### config.mk
export PLATFORM = sky130hd
export DESIGN_NAME = wash_panel
export DESIGN_NICKNAME = d
export VERILOG_FILES = /design/src/rtl/wash_panel.sv
export SDC_FILE = /design/constraint.sdc
export NUM_CORES = 1
export LEC_CHECK = 0
export CAP_MARGIN = 15
export CORE_MARGIN = 2
export CORE_UTILIZATION = 49
export DETAILED_ROUTE_END_ITERATION = 8
export PLACE_DENSITY = 0.68
export SLEW_MARGIN = 15
export SYNTH_ARGS = -nofsm -noshare
export SYNTH_HDL_FRONTEND = slang
export SYNTH_SLANG_ARGS = --single-unit
export TNS_END_PERCENT = 100
### constraint.sdc
create_clock -name clk -period 4.79 [get_ports clk]
set_input_delay 0.958 -clock clk [delete_from_list [all_inputs] [get_ports clk]]
set_output_delay 0.958 -clock clk [all_outputs]
set_load 0.05 [all_outputs]
### src/rtl/wash_panel.sv
// -----------------------------------------------------------------------------
// wash_panel
//
// Front-panel controller for the wash timer. It sits directly upstream of the
// countdown/display stage and:
//   - synchronises and debounces three raw push-buttons (start, mode, stop),
//   - turns each debounced rising edge into a single-cycle press event,
//   - keeps the selected wash program and its BCD preset time,
//   - runs the IDLE / RUN / PAUSE / DONE control FSM that drives the
//     countdown stage (run enable and load strobe).
//
// Parameters
//   DEB_CYCLES  : consecutive stable synchronised cycles needed before a new
//                 button level is accepted (>= 2).
//   BUZZ_CYCLES : length of the DONE buzzer dwell in cycles (>= 1).
//
// Build option
//   PANEL_BUZZER_EN : when defined, DONE holds the buzzer on for up to
//                     BUZZ_CYCLES cycles and leaves on timeout or any press.
//                     When undefined there is no buzz counter, the buzzer is
//                     tied low and DONE lasts exactly one cycle.
//
// Ports
//   clk          in   system clock
//   rst          in   synchronous reset, active-high
//   btn_start    in   raw start/pause button (asynchronous)
//   btn_mode     in   raw program-select button (asynchronous)
//   btn_stop     in   raw stop button (asynchronous)
//   done_in      in   countdown reached 00 (level)
//   on           out  run enable to the countdown stage (high only in RUN)
//   load         out  one-cycle strobe, countdown loads the preset
//   mode         out  selected program 0..2
//   preset_tens  out  BCD tens digit of the preset seconds
//   preset_ones  out  BCD ones digit of the preset seconds
//   state        out  FSM state: 00 IDLE, 01 RUN, 10 PAUSE, 11 DONE
//   buzzer       out  end-of-wash indicator
//
// Handshake note: there is no valid/ready channel here. The only strobe is
// `load`, a one-cycle pulse issued on the IDLE->RUN transition; the countdown
// stage must sample it every cycle. `done_in` is a level, sampled every cycle.
// -----------------------------------------------------------------------------
module wash_panel #(
  parameter int unsigned DEB_CYCLES  = 2000000,
  parameter int unsigned BUZZ_CYCLES = 300000000
) (
  input  logic       clk,
  input  logic       rst,
  input  logic       btn_start,
  input  logic       btn_mode,
  input  logic       btn_stop,
  input  logic       done_in,
  output logic       on,
  output logic       load,
  output logic [1:0] mode,
  output logic [3:0] preset_tens,
  output logic [3:0] preset_ones,
  output logic [1:0] state,
  output logic       buzzer
);

  // ---------------------------------------------------------------------------
  // Elaboration-time parameter sanity checks
  // ---------------------------------------------------------------------------
  generate
    if (DEB_CYCLES < 2) begin : g_bad_deb
      $error("wash_panel: DEB_CYCLES must be >= 2");
    end
    if (BUZZ_CYCLES < 1) begin : g_bad_buzz
      $error("wash_panel: BUZZ_CYCLES must be >= 1");
    end
  endgenerate

  // ---------------------------------------------------------------------------
  // Button index map used by all per-button vectors below
  // ---------------------------------------------------------------------------
  localparam int B_START = 0;
  localparam int B_MODE  = 1;
  localparam int B_STOP  = 2;

  localparam int                DW       = $clog2(DEB_CYCLES);
  localparam logic [DW-1:0]     DEB_LAST = DW'(DEB_CYCLES - 1);

  typedef enum logic [1:0] {
    S_IDLE  = 2'b00,
    S_RUN   = 2'b01,
    S_PAUSE = 2'b10,
    S_DONE  = 2'b11
  } state_t;

  // ---------------------------------------------------------------------------
  // Synchronisers and debouncers (one lane per button)
  // ---------------------------------------------------------------------------
  logic [2:0]          raw;
  logic [2:0]          sync1_q, sync1_d;
  logic [2:0]          sync2_q, sync2_d;
  logic [2:0]          deb_q, deb_d;
  logic [2:0]          deb_dly_q, deb_dly_d;
  logic [2:0][DW-1:0]  cnt_q, cnt_d;
  logic [2:0]          press;

  assign raw = {btn_stop, btn_mode, btn_start};

  always_comb begin
    sync1_d   = raw;
    sync2_d   = sync1_q;
    deb_dly_d = deb_q;
    deb_d     = deb_q;
    cnt_d     = '0;
    for (int i = 0; i < 3; i++) begin
      // The counter only runs while the synchronised level disagrees with the
      // accepted level; any agreement restarts the stability window.
      if (sync2_q[i] != deb_q[i]) begin
        if (cnt_q[i] == DEB_LAST) begin
          deb_d[i] = ~deb_q[i];
          cnt_d[i] = '0;
        end else begin
          cnt_d[i] = cnt_q[i] + DW'(1);
        end
      end
    end
  end

  always_ff @(posedge clk) begin
    if (rst) begin
      sync1_q   <= '0;
      sync2_q   <= '0;
      deb_q     <= '0;
      deb_dly_q <= '0;
      cnt_q     <= '0;
    end else begin
      sync1_q   <= sync1_d;
      sync2_q   <= sync2_d;
      deb_q     <= deb_d;
      deb_dly_q <= deb_dly_d;
      cnt_q     <= cnt_d;
    end
  end

  // Rising edge of the accepted level only; releases generate nothing.
  assign press = deb_q & ~deb_dly_q;

  logic start_p, mode_p, stop_p;
  assign start_p = press[B_START];
  assign mode_p  = press[B_MODE];
  assign stop_p  = press[B_STOP];

  // ---------------------------------------------------------------------------
  // Optional buzz counter
  // ---------------------------------------------------------------------------
`ifdef PANEL_BUZZER_EN
  localparam int            BW        = $clog2(BUZZ_CYCLES + 1);
  localparam logic [BW-1:0] BUZZ_LAST = BW'(BUZZ_CYCLES - 1);

  logic [BW-1:0] buzz_q, buzz_d;
  logic          any_p;
  logic          buzz_end;

  assign any_p    = |press;
  assign buzz_end = (buzz_q == BUZZ_LAST);
`endif

  // ---------------------------------------------------------------------------
  // Control FSM: state register
  // ---------------------------------------------------------------------------
  state_t     state_q, state_d;
  logic [1:0] mode_q, mode_d;
  logic       on_q, on_d;
  logic       load_q, load_d;

  always_ff @(posedge clk) begin
    if (rst) begin
      state_q <= S_IDLE;
      mode_q  <= 2'd0;
      on_q    <= 1'b0;
      load_q  <= 1'b0;
`ifdef PANEL_BUZZER_EN
      buzz_q  <= '0;
`endif
    end else begin
      state_q <= state_d;
      mode_q  <= mode_d;
      on_q    <= on_d;
      load_q  <= load_d;
`ifdef PANEL_BUZZER_EN
      buzz_q  <= buzz_d;
`endif
    end
  end

  // ---------------------------------------------------------------------------
  // Control FSM: next-state logic
  // Priority inside a cycle is stop > done_in > start > mode.
  // ---------------------------------------------------------------------------
  always_comb begin
    state_d = state_q;
    mode_d  = mode_q;
    case (state_q)
      S_IDLE: begin
        // A stop press in IDLE has nothing to stop but still outranks the
        // lower-priority presses landing in the same cycle. A lingering
        // done_in level is irrelevant here.
        if (stop_p) begin
          state_d = S_IDLE;
        end else if (start_p) begin
          state_d = S_RUN;
        end else if (mode_p) begin
          mode_d = (mode_q == 2'd2) ? 2'd0 : mode_q + 2'd1;
        end
      end
      S_RUN: begin
        if (stop_p) begin
          state_d = S_IDLE;
        end else if (done_in) begin
          state_d = S_DONE;
        end else if (start_p) begin
          state_d = S_PAUSE;
        end
      end
      S_PAUSE: begin
        // The countdown is frozen in PAUSE, so done_in is not meaningful.
        if (stop_p) begin
          state_d = S_IDLE;
        end else if (start_p) begin
          state_d = S_RUN;
        end
      end
      S_DONE: begin
`ifdef PANEL_BUZZER_EN
        if (any_p || buzz_end) begin
          state_d = S_IDLE;
        end
`else
        state_d = S_IDLE;
`endif
      end
      default: state_d = S_IDLE;
    endcase
  end

  // ---------------------------------------------------------------------------
  // Control FSM: output logic
  // on and load are registered versions of decisions taken on state_d, so
  // they change on the same edge as the state itself.
  // ---------------------------------------------------------------------------
  always_comb begin
    on_d        = (state_d == S_RUN);
    load_d      = (state_q == S_IDLE) && (state_d == S_RUN);
    preset_tens = 4'd3;
    preset_ones = 4'd0;
    case (mode_q)
      2'd0:    begin preset_tens = 4'd3; preset_ones = 4'd0; end
      2'd1:    begin preset_tens = 4'd6; preset_ones = 4'd0; end
      2'd2:    begin preset_tens = 4'd9; preset_ones = 4'd9; end
      default: begin preset_tens = 4'd3; preset_ones = 4'd0; end
    endcase
`ifdef PANEL_BUZZER_EN
    // Counter restarts whenever DONE is not occupied, so every DONE visit
    // begins at zero.
    buzz_d = (state_q == S_DONE) ? buzz_q + BW'(1) : '0;
    buzzer = (state_q == S_DONE);
`else
    buzzer = 1'b0;
`endif
  end

  assign on    = on_q;
  assign load  = load_q;
  assign mode  = mode_q;
  assign state = state_q;

endmodule
After elaboration in Yosys (flattened, before gate mapping)
Cells that the tools add are included.
- output and inout bits: 15
- bits of input ports: 6
- flip-flop bits (word level): 81
- multiplexer cells: 9
- bitwise operators: 10
- equality and inequality tests: 12
- add/sub/neg operators: 4
- reduce and logical (&&, ||, !) cells: 10
- operators with widths (operator ; count):
    $add A21 B1 Y21 const B ; 3
    $eq A21 B21 Y1 const B ; 3
    $mux W2 ; 6
    $reduce_or A3 Y1 ; 3
    $not A1 Y1 ; 8
    $pmux W4 S2 ; 1
    $eq A2 B1 Y1 const B ; 3
    $eq A2 B2 Y1 const B ; 3
    $pmux W2 S3 ; 1
    $reduce_and A2 Y1 ; 3
    $mux W4 ; 1
    $reduce_and A4 Y1 ; 1
    $and A3 B3 Y3 ; 1
    $ne A1 B1 Y1 ; 3
    $not A3 Y3 ; 1
    $add A2 B1 Y2 const B ; 1
    $logic_not A2 Y1 ; 1
    $reduce_or A2 Y1 ; 1
    $logic_and A1 B1 Y1 ; 1

Longest topological paths before layout
Gate-level depths: netlist of run 1.
- word-level depth: 8
- depth in mapped cells: 7
- gate-level depth less buffers: 5

Least setup slack after synthesis of run 1
Ideal clock, no wire load.
- path type: flip-flop to output port
- from: reg mode_q[1] (netlist: mode[1])
- to: out preset_tens[1]
- path slack: 1.814 ns
- stages on the path, launching flop included: 3
- data arrival time: 2.018 ns
- cells stage by stage: dfxtp_1 nor2b_1 inv_1
- longest elaborated chain between the ends: 2
- elaborated cells on any way between the ends: 3
- classes of those cells: 2 x eq/ne; 1 x mux
- RTL lines (item ; line ; RTL):
    start, declared ; 166 ; logic [1:0] mode_q, mode_d;
    start signal, assigned ; 181 ; mode_q <= mode_d;
    $eq A2 B2 Y1 / $eq A2 B1 Y1 (equally long branches) ; 250 ; case (mode_q)
    $pmux W4 S2 * ; 250 ;
    end, declared ; 55 ; output logic [3:0] preset_tens,
Every way passes the cells marked *; elsewhere a longest branch is shown, timed or not.

Worst setup path in the final report of run 1
- from: reg mode_q[1] (netlist: mode[1])
- to: out preset_tens[3]
The elaborated chain is that of the path after synthesis.

==> summary.md, run 1 <==
| Metric | Value |
|---|---|
| Critical path, cell by cell | nor2b_1 > clkdlybuf4s50_1 |
| # H-tree levels | 3 |
| Leak pwr | 1.248 nW |
| Maxcap violations | 0 |
| Post-DP HPWL | 4773 um |
| Initial antenna violation count | 0 |
| Setup CP Type | register to output pin |
| Nets | 434 |
| TritonCTS clock tree | built |
| Post-Synth XOR/XNOR Area | 9.986% |
| Fill cells | 661 |
| Clock latency on the worst-skew pair | 0.35 ns |
| Worst Clk Skew | 0.004942 ns |
| GRT Total Usage | 18.78% |
| Number of flops mapped to enable cells by yosys | 0 |
| Post-synthesis area per instance | 8.749 sq um |
| Post-placement cell count | 513 |
| Crit start category | register |
| Yosys warning count | 0 |
| Die width | 89.67 um |
| Final Hold Viols | 0 |
| Post-CTS setup buffer count | 0 |
| Status | finished, final reports clean |
| Post-cts repair resize count | 0 |
| Min cycle time layout | 2.843 ns |
| Critical path arrival | 1.89 ns |
| DR WL/cell | 12.98 um |
| Core Area | 7176 sq um |
| Setup violators final | 0 |
| Synthesis-stage register bit count | 81 |
| Starting Density | 50.11% |
| Area delta synth->final | 11.97% |
| FFs w/ async S/R, synth | 0% |
| DRT Wirelength | 6864 um |
| CTS Hold Bufs | 0 |
| GRT Residual Overflow | 0 |
| Pin slew with the least headroom to its limit | 0.7594 ns |
| Cts bufs inserted | 9 |
| Cell area after synthesis | 3596 sq um |
| Worst path top cell family by delay | buffers and inverters |
| Period utilisation layout | 59.36% |
| RSZ-0062 raised after global routing | false |
| Seq/Total Area, Yosys | 45.09% |
| Slew headroom | 49.34% |
| RePlAce Congestion | 0.7510 |
| Largest net degree at the start of global routing | 20 |
| Number of global-route vias before repair | 2,630 |
| WP data required | 3.83 ns |
| F_max | 351.7 MHz |
| Largest stage delay on the critical path | 0.86 ns |
| Initial DRC count | 113 |
| Post-synthesis adder-cell area fraction | 1.044% |
| Die Y | 89.67 um |
| Clock tree buffer depth | 2 |
| # port buffers | 17 |
| Via count | 2,860 |
| Max rail drop VDD | 169.0 uV |
| Library cells used by synthesis | 39 |
| Number of remaining DRC errors | 0 |
| Cell Pwr Density | 302.1 nW/um^2 |
| Simple-gate share of the synthesized area | 31.04% |
| # clock sinks | 81 |
| Root buf cell | clkbuf_8 |
| Largest family of logic cells by synthesized area | simple AND/OR/NAND/NOR gates |
| Total die area | 8040 sq um |
| Compound-cell area share of the yosys netlist | 8.629% |
| Main synth FF type | dfxtp_1 |
| Critical Path Fanout Max | 5 |
| First-pass GRT wire length | 11,750 um |
| Setup TNS | 0 ns |
| Hold crit path type | register to register |
| Fin. max-slew vios | 0 |
| Gate Count Post-Synth | 411 |
| Io pins | 21 |
| Slowest stage cell, crit path | clkdlybuf4s50_1 |
| Post-route ant nets | 0 |
| Finished Layout Cells | 529 |
| Vias/cell | 5.406 |
| WP buf/inv | 1 |
| Ant. Diodes | 0 |
| Crit path capture type | output pin |
| Post-synthesis mux area share | 0.2784% |
| Pre-antenna DRT Iters | 4 |
| Rows | 31 |
| Fraction of layout cells with a size suffix above 1 | 5.814% |
| Clk slew on worst S/H paths | 0.08 ns |
[through the flow]
step	util [%]	setup WS [ns]	total power, mW	hold slack, ns	area (sq um)
after floorplan	-	1.814	0.7102	0.4138	3603
after global placement	53.23	2.037	0.7152	0.4166	3820
after detailed placement	53.23	1.970	0.7157	0.4353	3820
after CTS	56.11	1.905	1.230	0.4431	4026
after global routing	56.11	1.820	1.260	0.4631	4026
final	56.11	1.947	1.216	0.4412	4026
[per-layer routing]
metal	GRT usage, %	share of wire, %	up-vias	wire, um
met5	0	0	-	0
met1	22.84	47	1331	3250
met3	5.027	3.4	9	236
li1	-	-	1474	-
met4	8.005	1.7	0	117
met2	31.28	47	46	3259
[kinds of logic (layout without fill, tap and decap cells)]
| group | Yosys count | count (layout) |
|---|---|---|
| adder cells (fa/ha/maj) | 3 | 3 |
| buffers and inverters | 31 | 48 |
| multiplexers | 1 | 1 |
| flip-flops | 81 | 81 |
| AND/OR/NAND/NOR | 200 | 200 |
| AO/OA/AOI/OAI | 53 | 53 |
| other | 1 | 3 |
| XOR/XNOR | 41 | 41 |
[cells in the final DEF (no fill, tap or decap), types with 6 or more instances in the layout]
cell type        synthesis  routed
a21oi_1                 24      24
nand2_1                 20      20
clkdlybuf4s50_1          0      17
clkbuf_8                 0      11
nand3_1                 19      19
o21ai_0                 16      15
dfxtp_1                 81      81
nor2b_1                 12      12
or4_1                    6       6
and4_1                  10      10
nand2b_1                 7       7
nand4_1                 24      24
and3_1                   8       8
o31ai_1                  7       7
nor4_1                   6       6
or3_1                   13      13
inv_1                   14      14
xnor2_1                 20      20
nor3_1                   7       7
nor2_1                  51      51
xor2_1                  21      21
[report_power, final]
| part | leakage [nW] | total, mW | internal [mW] | switching [mW] |
|---|---|---|---|---|
| sequential | 0.654 | 0.677 | 0.676 | 0.00169 |
| combinational | 0.491 | 0.0221 | 0.00756 | 0.0145 |
| clock | 0.103 | 0.517 | 0.270 | 0.247 |
[synth_stat cells (5+ instances only)]
cell / number / area [sq um]
a21oi_1: 24 / 120.1
and3_1: 8 / 50.05
and4_1: 10 / 87.58
buf_4: 5 / 37.54
clkbuf_1: 10 / 37.54
dfxtp_1: 81 / 1622
inv_1: 14 / 52.55
nand2_1: 20 / 75.07
nand2b_1: 7 / 43.79
nand3_1: 19 / 95.09
nand4_1: 24 / 150.1
nor2_1: 51 / 191.4
nor2b_1: 12 / 75.07
nor3_1: 7 / 35.03
nor4_1: 6 / 37.54
o21ai_0: 16 / 80.08
o31ai_1: 7 / 52.55
or3_1: 13 / 81.33
or4_1: 6 / 45.04
xnor2_1: 20 / 175.2
xor2_1: 21 / 183.9
[final timing paths]
| check | start | end | slack, ns | cells past startpoint |
|---|---|---|---|---|
| min | sync1_q[2] | sync2_q[2] | 0.44 | 1 |
| min reg2reg | sync1_q[2] | sync2_q[2] | 0.44 | 1 |
| max reg2reg | cnt_q[0] | cnt_q[11] | 2.52 | 6 |
| max | mode[1] | preset_tens[3] | 1.95 | 2 |
[state kept, by name, summed over array words and instances, names as in the netlist]
name	flops
load	1
cnt_q	63
deb_dly_q	3
deb_dly_d	3
on	1
sync1_q	3
state	2
mode	2
sync2_q	3
[area by class of cell]
class | count | area [sq um] | share of cell area (%)
Clock buffer | 12 | 155.1 | 3.853
Inverter | 14 | 52.55 | 1.305
Timing Repair Buffer | 18 | 177.7 | 4.413
Clock inverter | 4 | 51.30 | 1.274
Multi-Input combinational cell | 301 | 1844 | 45.80
Tap cell | 99 | 123.9 | 3.076
Sequential cell | 81 | 1622 | 40.27
No activity file was read; power rests on OpenSTA's default activity.
==> run 2: changes to the inputs <==
--- a/config.mk
+++ b/config.mk
@@ -9,7 +9,7 @@
 export CORE_MARGIN = 2
 export CORE_UTILIZATION = 49
 export DETAILED_ROUTE_END_ITERATION = 8
-export PLACE_DENSITY = 0.68
+export PLACE_DENSITY = 0.7
 export SLEW_MARGIN = 15
 export SYNTH_ARGS = -nofsm -noshare
 export SYNTH_HDL_FRONTEND = slang
==> constraint.sdc (replaced) <==
create_clock -name clk -period 2.4 [get_ports clk]
set_input_delay 0.48 -clock clk [delete_from_list [all_inputs] [get_ports clk]]
set_output_delay 0.48 -clock clk [all_outputs]
set_load 0.05 [all_outputs]
==> run 2 against run 1 <==
- wire length is 6.1% lower
- critical endpoint is now preset_ones[0]
- largest power group unchanged
- count of clock-buffer cells in the layout stayed put
- global-route usage is 0.99 points lower
- sequential power is 99% higher
==> summary.md, run 2 (same netlist as run 1, synthesis figures left out) <==
| Metric | Value |
|---|---|
| Largest stage delay on the critical path | 0.84 ns (-0.02 ns) |
| Pre-antenna DRT Iters | 4 (unchanged) |
| Min cycle time layout | 2.260 ns |
| Core Area | 7176 sq um (unchanged) |
| Largest net degree at the start of global routing | 21 (+5.0%) |
| Number of global-route vias before repair | 2,584 (-1.7%) |
| # port buffers | 17 (unchanged) |
| Fin. max-slew vios | 0 (unchanged) |
| Total die area | 8040 sq um (unchanged) |
| Placed inst area | 3860 sq um (+1.0%) |
| # H-tree levels | 3 (unchanged) |
| WP data required | 1.92 ns (-1.91 ns) |
| Critical path, cell by cell | nor2b_2 > clkdlybuf4s50_1 |
| Pint | 1.897 mW (+99%) |
| Seq. cell area | 1622 sq um (unchanged) |
| Logic gate share of total power | 2.0% (+0.2 points) |
| Rows | 31 (unchanged) |
| Met1 WL | 3132 um (-3.6%) |
| Multi-input gate area | 1847 sq um (+0.14%) |
| Crit start category | register |
| Vias/cell | 5.356 (-0.92%) |
| Nets | 439 (+1.2%) |
| Period utilisation layout | 94.18% |
| Final Core Density | 56.51% (+0.40 points) |
| Sw Share | 19.84% (-1.8 points) |
| Hold crit path type | register to register |
| Max reg flops | 63 (unchanged) |
| Fraction of layout cells with a size suffix above 1 | 6.912% (+1.1 points) |
| Cell Pwr Density | 583.5 nW/um^2 (+93%) |
| Slowest stage cell, crit path | clkdlybuf4s50_1 |
| DR WL/cell | 12.09 um (-6.8%) |
| Clk slew on worst S/H paths | 0.07 ns (about the same) |
| Most common cell after layout, fill and taps aside | dfxtp_1 |
| CTS Hold Bufs | 0 (unchanged) |
| Post-placement cell count | 518 (+0.97%) |
| Initial antenna violation count | 0 (unchanged) |
| Slew headroom | 66.19% (+17 points) |
| Commonest non-fill, non-tap cells in the layout | 81 x dfxtp_1, 51 x nor2_1, 24 x nand4_1, 24 x a21oi_1, 21 x xor2_1 |
| Crit path capture type | output pin |
| Setup violators final | 0 (unchanged) |
| WL met2 | 3014 um (-7.5%) |
| Post-CTS setup buffer count | 0 (unchanged) |
| Final Hold Viols | 0 (unchanged) |
| GRT Total Usage | 17.79% (-0.99 points) |
| Setup CP Type | register to output pin |
| RSZ-0062 raised after global routing | false |
| Initial DRC count | 174 (+54%) |
| Worst path top cell family by delay | buffers and inverters |
| DRT Wirelength | 6445 um (-6.1%) |
| RePlAce Congestion | 0.8211 (+9.3%) |
| Uppermost layer routed | met4 |
| Via count | 2,855 (-0.17%) |
| Die Y | 89.67 um (unchanged) |
| Biggest register | cnt_q |
| Number of remaining DRC errors | 0 (unchanged) |
| F_max | 442.4 MHz |
| Total power | 2.366 mW (+95%) |
| Die width | 89.67 um (unchanged) |
| Post-DP HPWL | 4624 um (-3.1%) |
| Pin slew with the least headroom to its limit | 0.5056 ns (-0.2538 ns) |
| Io pins | 21 (unchanged) |
| Area delta synth->final | 12.77% |
| Fill cells | 669 (+1.2%) |
| Leak pwr | 1.269 nW (+1.8%) |
| Routed length on met3 | 254 um (+7.6%) |
| WP buf/inv | 1 (unchanged) |
| TritonCTS clock tree | built |
| Finished Layout Cells | 533 (+0.76%) |
| Clock tree buffer depth | 2 (unchanged) |
| Critical Path Fanout Max | 5 (unchanged) |
| Worst Clk Skew | 0.009496 ns (+0.004554 ns) |
| # clock sinks | 81 (unchanged) |
| Seq pwr share | 57.2% (+1.5 points) |
| Critical path arrival | 1.78 ns (-0.11 ns) |
| Ant. Diodes | 0 (unchanged) |
| Clock latency on the worst-skew pair | 0.34 ns (about the same) |
| Status | finished, final reports clean |
| Clock power frac | 40.8% (-1.7 points) |
| Post-route ant nets | 0 (unchanged) |
| Post-route cell area | 4055 sq um (+0.71%) |
| Starting Density | 50.11% (unchanged) |
| Max rail drop VDD | 342.3 uV (+100%) |
| GRT Residual Overflow | 0 (unchanged) |
| First-pass GRT wire length | 11,300 um (-3.8%) |
| Net Sw Power | 469.3 uW (+78%) |
| Setup TNS | 0 ns (unchanged) |
| Root buf cell | clkbuf_8 |
| Cts bufs inserted | 9 (unchanged) |
| Post-cts repair resize count | 0 (unchanged) |
| Maxcap violations | 0 (unchanged) |
## run 2: cell type report
class / instances / area share [%]
well taps: 99 / 3.055
repair buffers: 23 / 5.307
multi-input cells: 301 / 45.54
clock buffers: 12 / 3.826
flip-flops and latches: 81 / 39.99
inverters: 14 / 1.296
clock inverters: 3 / 0.9873
## run 2: final timing paths
| kind | from | to | slack, ns | depth (start not counted) |
|---|---|---|---|---|
| max | mode[1] | preset_ones[0] | 0.14 | 2 |
| min reg2reg | sync1_q[0] | sync2_q[0] | 0.44 | 1 |
| min | sync1_q[0] | sync2_q[0] | 0.44 | 1 |
| max reg2reg | cnt_q[23] | cnt_q[40] | 0.52 | 4 |
## run 2: per-stage QoR
step	setup slack (ns)	hold WS, ns
after detailed placement	0.4850	0.4270
after CTS	0.1040	0.4447
after global routing	0.006108	0.4614
after floorplan	0.2574	0.4138
after global placement	0.5034	0.4183
final	0.1396	0.4376
## run 2: power by group through the flow
stage                     logic [mW]  registers (mW)  clock network [mW]
after floorplan               0.0344            1.38                   0
after global placement        0.0480            1.38                   0
after detailed placement      0.0482            1.38                   0
after CTS                     0.0482            1.35               0.998
after global routing          0.0534            1.35                1.05
final                         0.0477            1.35               0.966
## run 2: layer usage
layer,vias up,GRT usage (%)
met5,-,0
met4,0,4.749
met3,4,5.759
met2,46,28.81
met1,1329,22.92
li1,1476,-
==> run 3: changes to the inputs <==
--- a/config.mk
+++ b/config.mk
@@ -5,11 +5,14 @@
 export SDC_FILE = /design/constraint.sdc
 export NUM_CORES = 1
 export LEC_CHECK = 0
+export ABC_AREA = 1
 export CAP_MARGIN = 15
 export CORE_MARGIN = 2
 export CORE_UTILIZATION = 49
 export DETAILED_ROUTE_END_ITERATION = 8
-export PLACE_DENSITY = 0.7
+export DONT_BUFFER_PORTS = 1
+export GPL_ROUTABILITY_DRIVEN = 0
+export PLACE_DENSITY = 0.66
 export SLEW_MARGIN = 15
 export SYNTH_ARGS = -nofsm -noshare
 export SYNTH_HDL_FRONTEND = slang
==> run 3 against run 2 <==
- clock skew increased by 0.0067 ns
- die area increased by 14%
- maximum frequency increased by 10%
- critical path type unchanged
- critical endpoint is now preset_tens[0]
- largest cell class unchanged
==> summary.md, run 3 <==
| Metric | Value |
|---|---|
| Placed inst area | 4222 sq um (+9.4%) |
| Biggest register | cnt_q |
| Die width | 95.55 um (+6.6%) |
| GRT Total Usage | 19.43% (+1.6 points) |
| TritonCTS clock tree | built |
| Most common cell on crit path | buf_4 |
| Maxcap violations | 0 (unchanged) |
| Cell taking the most area after synthesis | dfxtp_1 |
| Post-DP HPWL | 6050 um (+31%) |
| Initial DRC count | 176 (+1.1%) |
| Main synth FF type | dfxtp_1 |
| Cell area after synthesis | 4106 sq um (+14%) |
| Post-route ant nets | 0 (unchanged) |
| Critical path arrival | 1.57 ns (-0.21 ns) |
| Fraction of layout cells with a size suffix above 1 | 9.061% (+2.1 points) |
| Starting Density | 50.23% (+0.12 points) |
| Multi-input gate area | 2167 sq um (+17%) |
| Hold crit path type | input port to register |
| Max rail drop VDD | 304.0 uV (-11%) |
| Clock latency on the worst-skew pair | 0.35 ns (about the same) |
| Core Area | 8175 sq um (+14%) |
| Clock tree buffer depth | 2 (unchanged) |
| Critical path, cell by cell | buf_4 > inv_1 > nor2_2 > buf_4 > inv_1 > buf_4 |
| Rows | 33 (+6.5%) |
| Most common cell after layout, fill and taps aside | nand2_1 |
| Yosys warning count | 0 (unchanged) |
| First-pass GRT wire length | 14,210 um (+26%) |
| Slowest stage cell, crit path | dfxtp_1 |
| DR WL/cell | 11.03 um (-8.8%) |
| Post-cts repair resize count | 0 (unchanged) |
| Setup TNS | 0 ns (unchanged) |
| Nets | 622 (+42%) |
| Initial antenna violation count | 0 (unchanged) |
| Vias/cell | 4.880 (-8.9%) |
| Final Hold Viols | 0 (unchanged) |
| Via count | 3,528 (+24%) |
| CTS Hold Bufs | 0 (unchanged) |
| Synth top cells by count | 150 x nor2_1, 149 x nand2_1, 81 x dfxtp_1, 61 x inv_1, 32 x nand3_1 |
| Simple-gate share of the synthesized area | 40.19% (+9.2 points) |
| Post-route cell area | 4443 sq um (+9.6%) |
| Min cycle time layout | 2.053 ns (-0.2073 ns) |
| Largest stage delay on the critical path | 0.39 ns (-0.45 ns) |
| Critical Path Fanout Max | 4 (-1) |
| Critical path startpoint | mode[0] |
| Worst Setup EP | preset_tens[0] |
| Post-synthesis adder-cell area fraction | 0.9141% (-0.13 points) |
| Largest net degree at the start of global routing | 22 (+4.8%) |
| Post-CTS setup buffer count | 0 (unchanged) |
| FF-to-FF Start | cnt_q[21] |
| Root buf cell | clkbuf_8 |
| GRT Residual Overflow | 0 (unchanged) |
| Synthesis-stage register bit count | 81 (unchanged) |
| Crit path depth | 6 (+4) |
| Post-synthesis mux area share | 0% (-0.28 points) |
| Post-synthesis area per instance | 6.799 sq um (-22%) |
| RR Endpoint | cnt_q[34] |
| Cts bufs inserted | 9 (unchanged) |
| Slew headroom | 62.58% (-3.6 points) |
| RSZ-0062 raised after global routing | false |
| DRT Wirelength | 7974 um (+24%) |
| Seq. cell area | 1622 sq um (unchanged) |
| Post-Synth XOR/XNOR Area | 6.399% (-3.6 points) |
| Clk slew on worst S/H paths | 0.09 ns (+0.02 ns) |
| Worst reg2reg path depth | 6 (+2) |
| Gate Count Post-Synth | 604 (+47%) |
| Fin. max-slew vios | 0 (unchanged) |
| F_max | 487.1 MHz (+10%) |
| R2R Setup Slk | 0.75 ns (+0.23 ns) |
| Die Y | 95.55 um (+6.6%) |
| Final Core Density | 54.35% (-2.2 points) |
| WP data required | 1.92 ns (about the same) |
| Post-placement cell count | 707 (+36%) |
| Finished Layout Cells | 723 (+36%) |
| Leak pwr | 1.383 nW (+8.9%) |
| Number of remaining DRC errors | 0 (unchanged) |
| Dpl ws | 0.7196 ns (+0.2346 ns) |
| Crit path capture type | output pin |
| Crit start category | register |
| Compound-cell area share of the yosys netlist | 4.753% (-3.9 points) |
| Total die area | 9129 sq um (+14%) |
| # port buffers | 0 (-17) |
| Most common cell in the synthesized netlist | nor2_1 |
| Largest family of logic cells by synthesized area | simple AND/OR/NAND/NOR gates |
| Setup CP Type | register to output pin |
| Period utilisation layout | 85.55% (-8.6 points) |
| Cell Pwr Density | 558.4 nW/um^2 (-4.3%) |
| FFs w/ async S/R, synth | 0% (unchanged) |
| Commonest non-fill, non-tap cells in the layout | 149 x nand2_1, 148 x nor2_1, 81 x dfxtp_1, 61 x inv_1, 32 x nand3_1 |
| Status | finished, final reports clean |
| Fill cells | 821 (+23%) |
| Synth top area cells | dfxtp_1 39%, nor2_1 14%, nand2_1 14%, inv_1 5.6%, nand3_1 3.9% |
| Pin slew with the least headroom to its limit | 0.5605 ns (+0.05493 ns) |
| # H-tree levels | 3 (unchanged) |
| Pre-antenna DRT Iters | 4 (unchanged) |
| Worst Clk Skew | 0.01616 ns (+0.006665 ns) |
| Ant. Diodes | 0 (unchanged) |
| Synth top area share | 39.49% (-5.6 points) |
| Worst path top cell family by delay | buffers and inverters |
| Io pins | 21 (unchanged) |
| Library cells used by synthesis | 31 (-21%) |
| Area delta synth->final | 8.196% |
| Number of global-route vias before repair | 3,374 (+31%) |
| Setup violators final | 0 (unchanged) |
| WP buf/inv | 5 (+4) |
| Max reg flops | 63 (unchanged) |
| Fin worst setup slack | 0.3469 ns (+0.2073 ns) |
| Number of flops mapped to enable cells by yosys | 0 (unchanged) |
| Seq/Total Area, Yosys | 39.49% (-5.6 points) |
| # clock sinks | 81 (unchanged) |
[run 3: worst min-delay path by stage]
| stage | startpoint | end | depth (start not counted) |
|---|---|---|---|
| finish | rst | mode[1] | 1 |
| global route | rst | mode[1] | 1 |
| CTS | rst | mode[1] | 1 |
| detailed placement | sync1_q[2] | sync2_q[2] | 2 |
| global placement | sync1_q[0] | sync2_q[0] | 2 |
| floorplan | sync1_q[0] | sync2_q[0] | 2 |
[run 3: kinds of logic (layout without fill, tap and decap cells)]
| logic type | count (synthesis) | count (layout) |
|---|---|---|
| compound gates | 37 | 37 |
| buf+inv | 76 | 88 |
| xor+xnor | 30 | 30 |
| fa+ha+maj | 3 | 3 |
| other cells | 1 | 3 |
| flops | 81 | 81 |
| simple gates | 376 | 376 |
[run 3: layout make-up]
| class | instances | area share [%] |
|---|---|---|
| inverters | 64 | 5.435 |
| flip-flops and latches | 81 | 36.50 |
| multi-input cells | 449 | 48.78 |
| clock inverters | 4 | 1.718 |
| clock buffers | 12 | 3.267 |
| well taps | 105 | 2.957 |
| repair buffers | 8 | 1.352 |
[run 3: per-stage QoR]
stage               total power, mW  hold slack [ns]
finish                        2.481           0.1822
global route                  2.576           0.1561
CTS                           2.514           0.1669
detailed placement            1.418           0.3917
global placement              1.418           0.3956
floorplan                     1.420           0.3883
[run 3: worst register-to-register path, cell delays in order (launching register included)]
cell     delay, ns
dfxtp_1       0.44
ha_1          0.28
nand3_4       0.14
nor2_4        0.16
nand3_2       0.10
nand2_2       0.33
nor2_1        0.10
[run 3: where the power goes]
group          leakage (nW)  switching [mW]  internal (mW)
Combinational         0.622          0.0265        0.00650
Sequential            0.654         0.00423           1.35
Clock                 0.107           0.478          0.618
Total                  1.38           0.508           1.97
[run 3: layer usage]
metal / wire length, um / GRT usage, %
met5: 0 / 0
met3: 244 / 4.506
met4: 100 / 6.667
met1: 3771 / 23.78
met2: 3857 / 33.39
